<file path="config.mk">
export PLATFORM = sky130hd
export DESIGN_NAME = alu_sequencer
export DESIGN_NICKNAME = d
export VERILOG_FILES = /design/src/rtl/alu_sequencer.sv
export SDC_FILE = /design/constraint.sdc
export NUM_CORES = 1
export LEC_CHECK = 0
export CORE_MARGIN = 8
export CORE_UTILIZATION = 47
export DETAILED_ROUTE_END_ITERATION = 7
export PLACE_DENSITY = 0.81
export SETUP_SLACK_MARGIN = 0.15
export SYNTH_ARGS = -nofsm -noshare
export SYNTH_HDL_FRONTEND = slang
export SYNTH_SLANG_ARGS = --single-unit
</file>
<file path="constraint.sdc">
create_clock -name i_clk -period 1.95 [get_ports i_clk]
set_input_delay 0.39 -clock i_clk [delete_from_list [all_inputs] [get_ports i_clk]]
set_output_delay 0.39 -clock i_clk [all_outputs]
set_load 0.02 [all_outputs]
</file>
<file path="src/rtl/alu_sequencer.sv">
// Command sequencer for an external combinational ALU: owns operand registers A/B,
// issues ops, captures results. Optional status flags under `ALU_FLAGS_EN`.
module alu_sequencer #(
    parameter int WIDTH = 8,
    parameter int OPW   = 4
) (
    input  logic             i_clk,
    input  logic             i_rst,
    input  logic             i_cmd_valid,
    output logic             o_cmd_ready,
    input  logic [1:0]       i_cmd,
    input  logic [OPW-1:0]   i_cmd_op,
    input  logic             i_cmd_wb,
    input  logic [WIDTH-1:0] i_sw_data,
    output logic [WIDTH-1:0] o_alu_a,
    output logic [WIDTH-1:0] o_alu_b,
    output logic [OPW-1:0]   o_alu_op,
    input  logic [WIDTH-1:0] i_alu_y,
    output logic [WIDTH-1:0] o_result,
    output logic             o_done
`ifdef ALU_FLAGS_EN
    ,
    output logic             o_flag_z,
    output logic             o_flag_n
`endif
);

    localparam logic [1:0] CMD_LOAD_A = 2'b00;
    localparam logic [1:0] CMD_LOAD_B = 2'b01;
    localparam logic [1:0] CMD_EXEC   = 2'b10;
    localparam logic [1:0] CMD_CLEAR  = 2'b11;

    // Register-side ops occupy the top three codes; the ALU's own output is ignored for them.
    localparam logic [OPW-1:0] OP_STORE_A = {{(OPW-2){1'b1}}, 2'b01};
    localparam logic [OPW-1:0] OP_SWAP    = {{(OPW-1){1'b1}}, 1'b0};
    localparam logic [OPW-1:0] OP_LOAD_A  = {OPW{1'b1}};

    typedef enum logic [1:0] {
        ST_IDLE    = 2'b00,
        ST_ISSUE   = 2'b01,
        ST_CAPTURE = 2'b10
    } state_t;

    state_t             r_state;
    logic               r_cmd_ready;
    logic [WIDTH-1:0]   r_a;
    logic [WIDTH-1:0]   r_b;
    logic [OPW-1:0]     r_alu_op;
    logic               r_wb;
    logic [WIDTH-1:0]   r_result;
    logic               r_done;

    logic               w_accept;
    logic               w_res_we;
    logic [WIDTH-1:0]   w_res_nxt;

    assign w_accept    = i_cmd_valid & r_cmd_ready;
    assign o_cmd_ready = r_cmd_ready;
    assign o_alu_a     = r_a;
    assign o_alu_b     = r_b;
    assign o_alu_op    = r_alu_op;
    assign o_result    = r_result;
    assign o_done      = r_done;

    // Next result value and its write enable, shared by the result and flag registers.
    always_comb begin
        w_res_we  = 1'b0;
        w_res_nxt = r_result;
        if (r_state == ST_IDLE) begin
            if (w_accept && (i_cmd == CMD_CLEAR)) begin
                w_res_we  = 1'b1;
                w_res_nxt = {WIDTH{1'b0}};
            end else begin
                w_res_we  = 1'b0;
            end
        end else if (r_state == ST_CAPTURE) begin
            w_res_we = 1'b1;
            case (r_alu_op)
                OP_STORE_A: w_res_nxt = r_a;
                OP_SWAP:    w_res_nxt = r_b;
                OP_LOAD_A:  w_res_nxt = i_sw_data;
                default:    w_res_nxt = i_alu_y;
            endcase
        end else begin
            w_res_we = 1'b0;
        end
    end

    // Control FSM with operand, op and result registers.
    always_ff @(posedge i_clk or posedge i_rst) begin
        if (i_rst) begin
            r_state     <= ST_IDLE;
            r_cmd_ready <= 1'b1;
            r_a         <= {WIDTH{1'b0}};
            r_b         <= {WIDTH{1'b0}};
            r_alu_op    <= {OPW{1'b0}};
            r_wb        <= 1'b0;
            r_result    <= {WIDTH{1'b0}};
            r_done      <= 1'b0;
        end else begin
            r_done <= 1'b0;
            if (w_res_we) begin
                r_result <= w_res_nxt;
            end
            case (r_state)
                ST_IDLE: begin
                    if (w_accept) begin
                        case (i_cmd)
                            CMD_LOAD_A: begin
                                r_a    <= i_sw_data;
                                r_done <= 1'b1;
                            end
                            CMD_LOAD_B: begin
                                r_b    <= i_sw_data;
                                r_done <= 1'b1;
                            end
                            CMD_EXEC: begin
                                r_alu_op    <= i_cmd_op;
                                r_wb        <= i_cmd_wb;
                                r_cmd_ready <= 1'b0;
                                r_state     <= ST_ISSUE;
                            end
                            CMD_CLEAR: begin
                                r_a    <= {WIDTH{1'b0}};
                                r_b    <= {WIDTH{1'b0}};
                                r_done <= 1'b1;
                            end
                            default: r_state <= ST_IDLE;
                        endcase
                    end
                end
                ST_ISSUE: begin
                    r_state <= ST_CAPTURE;
                end
                ST_CAPTURE: begin
                    case (r_alu_op)
                        OP_STORE_A: r_a <= r_a;
                        OP_SWAP: begin
                            r_a <= r_b;
                            r_b <= r_a;
                        end
                        OP_LOAD_A: r_a <= i_sw_data;
                        default: begin
                            if (r_wb) begin
                                r_a <= i_alu_y;
                            end
                        end
                    endcase
                    r_done      <= 1'b1;
                    r_cmd_ready <= 1'b1;
                    r_state     <= ST_IDLE;
                end
                default: begin
                    r_cmd_ready <= 1'b1;
                    r_state     <= ST_IDLE;
                end
            endcase
        end
    end

`ifdef ALU_FLAGS_EN
    logic r_flag_z;
    logic r_flag_n;

    assign o_flag_z = r_flag_z;
    assign o_flag_n = r_flag_n;

    // Flags follow the result register: they move only when the result is written.
    always_ff @(posedge i_clk or posedge i_rst) begin
        if (i_rst) begin
            r_flag_z <= 1'b0;
            r_flag_n <= 1'b0;
        end else if (w_res_we) begin
            r_flag_z <= (w_res_nxt == {WIDTH{1'b0}});
            r_flag_n <= w_res_nxt[WIDTH-1];
        end
    end
`endif

endmodule
</file>
Word-level counts from Yosys, hierarchy flattened
Cells that the tools add are included.
{"block": "op_classes", "bitwise": 2, "mux": 25, "eq_ne": 16, "n_reduce_logical": 11}
{"cell": "one-hot mux 8 bit (2 select lines)", "n": 4}
{"cell": "two-way mux 8 bit", "n": 7}
{"cell": "one-hot mux 8 bit (3 select lines)", "n": 2}
{"cell": "equality test 4 bit, second input constant", "n": 3}
{"cell": "AND reduction 3 bit", "n": 3}
{"cell": "two-way mux 1 bit", "n": 7}
{"cell": "equality test 2 bit, second input constant", "n": 3}
{"cell": "inequality test 2 x 1 -> 1 bit, second input constant", "n": 3}
{"cell": "inequality test 3 x 1 -> 1 bit, second input constant", "n": 2}
{"cell": "AND reduction 5 bit", "n": 1}
{"cell": "equality test 2 x 1 -> 1 bit, second input constant", "n": 2}
{"cell": "zero test 2 bit", "n": 2}
{"cell": "two-way mux 2 bit", "n": 2}
{"cell": "inequality test 2 bit, second input constant", "n": 2}
{"cell": "inequality test 4 x 2 -> 1 bit, second input constant", "n": 1}
{"cell": "one-hot mux 1 bit (2 select lines)", "n": 2}
{"cell": "one-hot mux 2 bit (2 select lines)", "n": 1}
{"cell": "AND reduction 4 bit", "n": 1}
{"cell": "OR reduction 3 bit", "n": 1}
{"cell": "AND reduction 2 bit", "n": 1}
{"cell": "nonzero test 2 bit", "n": 1}
{"cell": "bitwise AND 1 bit", "n": 1}
{"cell": "logical AND 1 bit", "n": 1}
{"cell": "NOT 1 bit", "n": 1}
{"block": "totals", "elab_cells": 62, "inputBits": 26, "ff_bits": 33, "out_inout_bits": 30}

Depth between registers and ports, before layout
{"block": "depth", "ltp_word": 5, "depth_mapped": 6, "ltp_nobuf": 4}

Worst setup path before layout
OpenSTA, ideal clock, no wires.
{"block": "synth_timing", "path_type": "register -> register", "from": "register r_cmd_ready, in the netlist o_cmd_ready", "to": "register r_alu_op[0], in the netlist o_alu_op[0]", "slack_ps": 214, "path_buffers": 1, "t_arrival_ps": 1611, "synth_period_minus_slack_ps": 1736, "path_stages_with_launch": 5, "cell_sequence": "dfstp_2 -> nand2_2 -> or4_1 -> buf_6 -> mux2_4"}
{"block": "synth_via", "elab_chain_cells": 2}
{"element": "start, declared", "line_no": "45", "rtl": "logic r_cmd_ready;"}
{"element": "start signal, assigned", "line_no": "93", "rtl": "r_cmd_ready <= 1'b1;"}
{"element": "start signal, assigned", "line_no": "120", "rtl": "r_cmd_ready <= 1'b0;"}
{"element": "start signal, assigned", "line_no": "150", "rtl": "r_cmd_ready <= 1'b1;"}
{"element": "bitwise AND 1 bit", "line_no": "57", "rtl": "assign w_accept = i_cmd_valid & r_cmd_ready;"}
{"element": "AND reduction 3 bit (no line)"}
{"element": "end signal, assigned", "line_no": "96", "rtl": "r_alu_op <= {OPW{1'b0}};"}
{"element": "end signal, assigned", "line_no": "118", "rtl": "r_alu_op <= i_cmd_op;"}
{"element": "end, declared", "line_no": "48", "rtl": "logic [OPW-1:0] r_alu_op;"}
No other way between the ends.
A chain may end at the register's enable or synchronous reset.

Worst setup path in the final report
{"block": "layout_timing", "from": "input port i_cmd_valid", "to": "register r_wb"}
{"block": "layout_via", "elab_chain_cells": 2}
{"element": "start, declared", "line_no": "9", "rtl": "input logic i_cmd_valid,"}
{"element": "bitwise AND 1 bit", "line_no": "57"}
{"element": "AND reduction 3 bit (no line)"}
{"element": "end signal, assigned", "line_no": "119", "rtl": "r_wb <= i_cmd_wb;"}
{"element": "end, declared", "line_no": "49", "rtl": "logic r_wb;"}
No other way between the ends.

==> summary.md <==
| Metric | Value |
|---|---|
| Status | completed |
| CP endpoint kind | register |
| Setup Viol. Count Final | 0 |
| # diodes | 0 |
| Boundary pin count | 56 |
| HPWL Detailed | about 4000 microns |
| Row cnt | 23 |
| WP buf/inv | 2 |
| Number of global-route vias before repair | between 1500 and 2000 |
| Num CTS Buffers | 5 |
| Number of synthesized register bits | 33 |
| Htree depth | 2 |
| Die height | roughly 80 microns |
| CP Class | in2reg |
| Fin crit period | between 1.5 and 2 ns |
| Core Area | just under 0.004 sq mm |
| CTS root buf | clkbuf_8 |
| CP peak stage delay | about 0.5 ns |
| Max_cap viols | 0 |
| Initial antenna violation count | 0 |
| Leading post-synthesis cells by cell area | dfrtp_1, a21oi_1, nand2_1, mux2_2, mux2i_1 |
| Layout Cell Area excl Fill | about 0.0027 sq mm |
| All-Layer GR Usage | 0.189 |
| Unrepaired setup endpoints after global routing | no |
| GP Congestion | 0.893 |
| Largest net degree at the start of global routing | 34 |
| Setup TNS | 0 ns |
| Clk slew on worst S/H paths | 0.07 ns |
| WHS | 0.475 ns |
| CTS sink count | 33 |
| Most frequent cells in the layout | clkdlybuf4s50_1, dfrtp_1, nand2_1, buf_4, a21oi_1 |
| Pre-antenna DRT Iters | 4 |
| Fin cells | roughly 320 |
| Detailed-route wire length | around 5700 microns |
| Layout area overhead | 43.5% |
| Top delay family on crit path | buffers and inverters |
| Antenna viol nets, final | 0 |
| Clock Tree Buf Depth | 2 |
| Max-slew violations | 0 |
| CTS tree | built |
| Startpoint types | input pin |
| Via/cell ratio | 5.87 |
| CP max FO | 6 |
| Combinational power share | 0.533 |
| Power share of the clock group | 0.130 |
| CP cell instances | clkdlybuf4s50_1 -> nand2_2 -> or4_1 -> buf_4 -> mux2_4 |
| Latest clock arrival within the worst-skew pair | a little under 0.3 ns |
| Worst slew pin tran | roughly 0.42 ns |
| Final hold vios | 0 |
| Port bufs | 55 |
| First-pass GRT wire length | about 9300 microns |
| Dpl cells | 308 |
| Total gr overflow | 0 |
| Post-DP Area | about 0.0027 sq mm |
| Filler cell count | approximately 320 |
| Die Width | approximately 80 microns |
| P_int | between 2 and 2.5 mW |
| Sw Ratio | 0.412 |
| Initial Util | 0.481 |
| PwrDens | roughly 1500 mW/mm^2 |
| Synthesized area per cell | ~10 sq um |
| Leakage | around 1.2 nW |
| Share of the synthesized area in the top cell type | 0.419 |
| Post-Syn Instances | around 190 |
| Post-synthesis cell type count | 37 |
| Worst VDD drop | 0.884 mV |
| Vias | 1848 |
| Mapped Nets | 217 |
| Largest area contributor in the netlist | dfrtp_1 |
| Die area | ~0.0064 sq mm |
| CP max-delay cell | clkdlybuf4s50_1 |
| Initial DRC count | between 150 and 200 |
| CTS Hold Bufs | 0 |
| Mapped cell area | between 0.0015 and 0.002 sq mm |
| Commonest non-fill, non-tap cell in the layout | clkdlybuf4s50_1 |
| Worst hold path class | reg2reg |
| Relative slew margins | 0.720 |
| Required @ worst endpoint | ~2.1 ns |
| YS warnings | 0 |
| Final core utilization | 0.691 |
| Sequential-to-total area share from yosys stat | 0.433 |
| FMAX | approximately 580 MHz |
| Fraction of layout cells with a size suffix above 1 | 0.189 |
| Layout Nets | between 200 and 300 |
| Wire length per cell | approximately 18 microns |
| Critical Path AT | roughly 1.9 ns |
| Clock skew | roughly 0.0032 ns |
| Switching power | around 1.7 mW |
| DRC | 0 |
| Seq pwr share | 0.337 |
| Fin crit share | 0.889 |
## path summary, 6_finish.rpt
kind                              from           to  slack [ns]  depth (start not counted)
max                        i_cmd_valid         r_wb        0.22                          5
min                        o_result[7]  o_result[7]        0.47                          2
max reg2reg                o_cmd_ready         r_wb        0.22                          4
min reg2reg                o_result[7]  o_result[7]        0.47                          2
max in group asynchronous        i_rst  o_cmd_ready        1.13                          3
min in group asynchronous        i_rst       o_done        0.49                          3
## Yosys cell counts, drive strengths merged
cell / instances
dfrtp: 32
nand2: 26
a21oi: 22
o21ai: 16
mux2: 13
a31oi: 9
a22o: 8
a22oi: 8
buf: 8
mux2i: 8
nand2b: 8
a2bb2oi: 4
nor2b: 4
o221ai: 4
clkbuf: 3
nor2: 3
inv: 2
a211o: 1
a41oi: 1
and2b: 1
and3: 1
dfstp: 1
nand3: 1
nand4: 1
nand4b: 1
nor3: 1
o211a: 1
o41ai: 1
or2: 1
or4: 1
## flip-flops by register name (all words and copies together), names as in the netlist
register,flops
o_result,8
o_alu_b,8
r_wb,1
r_state,2
o_alu_a,8
o_cmd_ready,1
o_done,1
o_alu_op,4
## stage by stage
stage / setup slack, ns / power (mW)
4_1_cts: 0.123 / 4.03
6_report: 0.216 / 4.02
2_1_floorplan: 0.214 / 2.48
5_1_grt: 0.165 / 4.26
3_5_place_dp: -0.0697 / 3.50
3_3_place_gp: -0.0449 / 3.45
## repair_timing
item	in CTS	in global routing
setup endpoints to repair	3	3
gates resized for setup	3	3
setup buffers	0	0
pin swaps	0	0
cloned	0	0
## metal layers
metal / vias up / global-route usage / wire (microns) / share of wire
met3: 13 / 0.0586 / 496 / 0.087
met4: 0 / 0.0873 / 102 / 0.018
met2: 82 / 0.306 / 2840 / 0.50
li1: 868 / - / - / -
met1: 885 / 0.224 / 2250 / 0.40
met5: - / 0 / 0 / 0
## worst reg2reg max path, stage by stage, from the launching register on
cell     delay, ns
dfstp_2       0.58
nand2_2       0.06
or4_1         0.48
buf_4         0.19
mux2_4        0.30
## power by group through the flow
stage	clock (mW)	sequential (mW)	combinational (mW)
after floorplan	0	1.60	0.885
after global placement	0	1.34	2.11
after detailed placement	0	1.35	2.15
after CTS	0.529	1.34	2.16
after global routing	0.569	1.40	2.29
final	0.523	1.35	2.14
## cell type report
cell class	instances	area, sq um	share of cell area
inverters	2	7.51	0.00274
repair buffers	78	753	0.275
flip-flops and latches	33	828	0.302
multi-input cells	145	1010	0.367
clock buffers	7	86.3	0.0315
well taps	50	62.6	0.0228
## kinds of logic after synthesis
logic type	after synthesis	share of synthesized area
AO/OA/AOI/OAI	75	0.270
buffers and inverters	13	0.0412
flip-flops	33	0.433
multiplexers	21	0.128
AND/OR/NAND/NOR	49	0.128
No activity file was read; power rests on OpenSTA's default activity.
